===== src/rtl/bit_switch_pkg.sv =====
// bit_switch_pkg: shared state encoding and requester ids for the bit-serial switch scheduler
package bit_switch_pkg;
  typedef enum logic [1:0] {
    ST_IDLE  = 2'd0,
    ST_SHIFT = 2'd1,
    ST_DONE  = 2'd2
  } state_t;
  localparam logic ID_R0 = 1'b0;
  localparam logic ID_R1 = 1'b1;
endpackage


===== src/rtl/bit_switch_sched_rr_arb2.sv =====
// rr_arb2: two-way round-robin grant, favouring the requester that did not win last
// Ports: req0/req1 requests, last_grant previous winner, gnt_valid any request, gnt_id winner.
module rr_arb2
  import bit_switch_pkg::*;
(
  input  logic req0,
  input  logic req1,
  input  logic last_grant,
  output logic gnt_valid,
  output logic gnt_id
);
  assign gnt_valid = req0 | req1;
  assign gnt_id    = (req0 & req1) ? ~last_grant : (req1 ? ID_R1 : ID_R0);
endmodule


===== src/rtl/bit_switch_sched.sv =====
// bit_switch_sched: arbitrates two requesters onto a shared bit-serial XOR switch
// Ports: clk, rst (async, active-high); req0/req1, data0/data1, inv0/inv1 per requester;
// ack0/ack1 completion pulses; result/result_valid/result_id finished word; busy while not idle.
module bit_switch_sched
  import bit_switch_pkg::*;
#(
  parameter int WIDTH = 8
) (
  input  logic             clk,
  input  logic             rst,
  input  logic             req0,
  input  logic             req1,
  input  logic [WIDTH-1:0] data0,
  input  logic [WIDTH-1:0] data1,
  input  logic             inv0,
  input  logic             inv1,
  output logic             ack0,
  output logic             ack1,
  output logic [WIDTH-1:0] result,
  output logic             result_valid,
  output logic             result_id,
  output logic             busy
);
  localparam int CW = (WIDTH > 1) ? $clog2(WIDTH) : 1;
  state_t           state, next_state;
  logic [WIDTH-1:0] shreg, acc;
  logic [CW-1:0]    cnt;
  logic             inv_q, id_q, last_grant, gnt_valid, gnt_id, sbit;
  logic             rv_d, ack0_d, ack1_d;
  rr_arb2 u_arb (
    .req0       (req0),
    .req1       (req1),
    .last_grant (last_grant),
    .gnt_valid  (gnt_valid),
    .gnt_id     (gnt_id)
  );
  always_ff @(posedge clk or posedge rst)
    if (rst) state <= ST_IDLE;
    else     state <= next_state;
  // DONE and the unused encoding both fall back to IDLE
  always_comb
    next_state = (state == ST_IDLE)  ? (gnt_valid ? ST_SHIFT : ST_IDLE) :
                 (state == ST_SHIFT) ? ((cnt == '0) ? ST_DONE : ST_SHIFT) : ST_IDLE;
  always_comb begin
    rv_d   = (state == ST_DONE);
    ack0_d = rv_d & (id_q == ID_R0);
    ack1_d = rv_d & (id_q == ID_R1);
    sbit   = shreg[0] ^ inv_q;
  end
  always_ff @(posedge clk or posedge rst)
    if (rst) begin
      shreg        <= '0;
      acc          <= '0;
      cnt          <= '0;
      inv_q        <= 1'b0;
      id_q         <= ID_R0;
      last_grant   <= ID_R1;
      ack0         <= 1'b0;
      ack1         <= 1'b0;
      result       <= '0;
      result_valid <= 1'b0;
      result_id    <= 1'b0;
      busy         <= 1'b0;
    end else begin
      ack0         <= ack0_d;
      ack1         <= ack1_d;
      result_valid <= rv_d;
      busy         <= (next_state != ST_IDLE);
      if (state == ST_IDLE && gnt_valid) begin
        shreg <= gnt_id ? data1 : data0;
        inv_q <= gnt_id ? inv1 : inv0;
        id_q  <= gnt_id;
        cnt   <= CW'(WIDTH - 1);
        acc   <= '0;
      end
      // each processed bit enters at the MSB, so after WIDTH shifts the word is back in order
      if (state == ST_SHIFT) begin
        acc   <= (acc >> 1) | (WIDTH'(sbit) << (WIDTH - 1));
        shreg <= shreg >> 1;
        if (cnt != '0) cnt <= cnt - 1'b1;
      end
      if (rv_d) begin
        result     <= acc;
        result_id  <= id_q;
        last_grant <= id_q;
      end
    end
endmodule


===== config.mk =====
export PLATFORM = sky130hd
export DESIGN_NAME = bit_switch_sched
export DESIGN_NICKNAME = d
export VERILOG_FILES = /design/src/rtl/bit_switch_pkg.sv /design/src/rtl/bit_switch_sched_rr_arb2.sv /design/src/rtl/bit_switch_sched.sv
export SDC_FILE = /design/constraint.sdc
export NUM_CORES = 1
export LEC_CHECK = 0
export BUFFER_PORTS_ARGS = -buffer_cell sky130_fd_sc_hd__buf_4
export CAP_MARGIN = 20
export CORE_UTILIZATION = 52
export CTS_BUF_LIST = sky130_fd_sc_hd__clkbuf_8
export DETAILED_ROUTE_END_ITERATION = 8
export PLACE_DENSITY = 0.83
export SLEW_MARGIN = 10
export SYNTH_ARGS = -nofsm -noshare
export SYNTH_HDL_FRONTEND = slang
export SYNTH_SLANG_ARGS = --single-unit

===== constraint.sdc =====
create_clock -name clk -period 1.6 [get_ports clk]
set_input_delay 0.48 -clock clk [delete_from_list [all_inputs] [get_ports clk]]
set_output_delay 0.48 -clock clk [all_outputs]
set_load 0.02 [all_outputs]

==> results by group <==
Setup path
  – Worst setup EP type: flip-flop
  – CP startpoint kind: flip-flop
  – WP data required: 1770 ps
  – Slowest stage delay, CP: 390 ps
  – CP cell instances: or2_4 > nor2_2 > mux2_1
  – Critical Path AT: 1670 ps
  – Top fanout value on the critical path: 11
  – Slowest-stage cell, CP: dfrtp_1
  – WS Path Type: reg -> reg

Final layout
  – Number of antenna cells inserted: 0
  – Most common cell after layout, fill and taps aside: nand2_1
  – Nets: 226
  – Post-layout util: 70.33%
  – Final Instance Count excl. Fillers: 247
  – P&R area growth vs syn: 28.84%
  – Most frequent cells in the layout: nand2_1 (51), buf_4 (42), dfrtp_1 (36)
  – Layout cells sized above 1: 32.02%
  – Post-route cell area: 2130 um^2

CTS
  – Hold buffer count at cts: 0
  – # clock sinks: 37
  – H-tree level count: 2
  – TritonCTS clock tree: yes
  – Post-CTS sizing: 0
  – CTS Buf Count: 5
  – Reg clk slew, reported paths: 80 ps
  – Clock Tree Root: clkbuf_8
  – Clock Latency Late Sink: 290 ps
  – Maximum root-to-sink buffer count: 2
  – Buffer count from post-CTS setup fixing: 0

Global route
  – Initial antenna violation count: 0
  – Vias in the first global route: 1238
  – Remaining global-route overflow: 0
  – Pin count of the biggest net entering global routing: 27
  – Wire length of the first global-routing pass: 5.354 mm
  – Total global-route track usage: 20.87%

Power and ir drop
  – PwrDens: 1885 nW/um^2
  – VDD IR-drop max: 0.9899 mV
  – Leakage power: 1.080 nW

Placement
  – Placed cells: 239
  – # port buffers: 34
  – Placed Area: 1992 um^2
  – GPL Wtd Cong: 0.8540
  – Hpwl dp: 2.398 mm

Timing
  – Period Utilization, post-route: 93.78%
  – FMAX: 666.5 MHz
  – RSZ-0062 raised after global routing: false
  – Final Hold Fails: 0
  – Hold Slack: 202.3 ps
  – Final min period: 1500 ps
  – Slew Viols, Final: 0
  – Slew HR: 69.65%
  – Total negative slack: 0 ps
  – Final setup vio count: 0
  – Setup Skew: 8.254 ps
  – Worst Tran Pin Value: 454.8 ps

Drt
  – Iter 0 DRT Violations: 42
  – DR WL/cell: 12.50 um
  – Final WL: 3.087 mm
  – DRC viols: 0
  – ANT nets after route: 0
  – Via/cell ratio: 5.300
  – Vias after detailed routing: 1309
  – Pre-antenna DRT Iters: 4

Synthesis
  – Avg Inst Size Synth: 10.33 um^2
  – Post-synthesis instance area: 1653 um^2
  – Area share of the largest cell type after synthesis: 54.50%
  – Yosys cell types: 32
  – Area contributors post-synth: dfrtp_1 (55%), nand2_1 (12%), o211ai_2 (5.3%)
  – Sequential fraction of the synthesis area: 56.09%
  – Cells after Synth: 160
  – Area leader, netlist: dfrtp_1
  – Synthesized flop and latch total: 37
  – Ys Warns: 0
  – Mapped Nets: 184

Floorplanning
  – FP Rows: 20
  – # IOs: 35
  – Die Height: 58.38 um
  – Die X-Extent: 58.38 um
  – Core Box Area: 3028 um^2
  – Full die area: 3408 um^2
  – Initial Util: 54.59%

Job
  – Max cap viols: 0

Run status
  – Status: finished clean

Min path
  – Hold Path Class: in -> async
-- final cells by class --
cell class,instances,area [um^2]
Inverter,5,18.77
Clock inverter,3,68.82
Sequential cell,37,927.1
Tap cell,44,55.05
Timing Repair Buffer,43,335.3
Clock buffer,5,68.82
Fill cell,236,898.4
Multi-Input combinational cell,110,655.6
-- synth_stat cells, drive strengths merged --
cell type and number:
o2bb2ai 1, nand2 51, nand3 3, o21a 2, mux2i 8, o211ai 8, a21boi 1, or2 2
o31a 1, clkbuf 1, nand2b 3, o22ai 1, nor2 5, inv 5, xnor2 1, buf 7
nor3 1, nor2b 1, o21ai 15, dfrtp 36, nor3b 1, dfstp 1, mux2 3, ha 2
-- routing by layer --
| metal | GRT usage (%) | up-vias | part of all wire, % |
|---|---|---|---|
| met5 | 0 | - | 0 |
| met4 | 6.803 | 0 | 0.87 |
| li1 | - | 611 | - |
| met2 | 37.27 | 64 | 51 |
| met1 | 25.56 | 630 | 42 |
| met3 | 3.956 | 4 | 6.6 |
-- registers in the layout, indices dropped and copies added (netlist names), 2 cells and up --
signal,flops
result,8
acc,8
shreg,8
state,2
cnt,3
-- kinds of logic after synthesis --
kind of cell / count (synthesis) / share of synthesized area [%]
flip-flops: 37 / 56.09
AO/OA/AOI/OAI: 29 / 13.32
buffers and inverters: 13 / 4.238
XOR/XNOR: 1 / 0.5300
AND/OR/NAND/NOR: 67 / 16.96
multiplexers: 11 / 7.343
adder cells (fa/ha/maj): 2 / 1.514
-- metrics by stage --
stage | setup WS, ps | total power, W
after floorplan | 153.9 | 0.002556
after global placement | 103.5 | 0.002979
after detailed placement | 50.77 | 0.003072
after CTS | 84.49 | 0.004037
after global routing | 18.32 | 0.004248
final | 99.52 | 0.004014
-- final timing paths --
check / start / end / slack [ps] / cells past startpoint
max in group asynchronous: rst / shreg[4]$_DFFE_PP0P_ / 1090 / 3
min reg2reg: last_grant$_DFFE_PP1P_ / last_grant$_DFFE_PP1P_ / 470 / 2
min in group clk: data0[7] / shreg[7]$_DFFE_PP0P_ / 470 / 3
max reg2reg: state[0]$_DFF_PP0_ / id_q$_DFFE_PP0P_ / 100 / 3
min: rst / inv_q$_DFFE_PP0P_ / 200 / 3
max: state[0]$_DFF_PP0_ / id_q$_DFFE_PP0P_ / 100 / 3
-- power by group --
| group | internal, W | switching (W) | leakage, nW |
|---|---|---|---|
| clock network | 0.000627 | 0.000338 | 0.0687 |
| logic | 0.000697 | 0.000790 | 0.554 |
| registers | 0.00133 | 0.000229 | 0.457 |
-- worst max-delay path: cells and delay by family (launching register included) --
family | cells | cell delay (ps)
flops | 1 | 390
mux | 1 | 360
simple gates | 2 | 650
No activity file was read; power rests on OpenSTA's default activity.
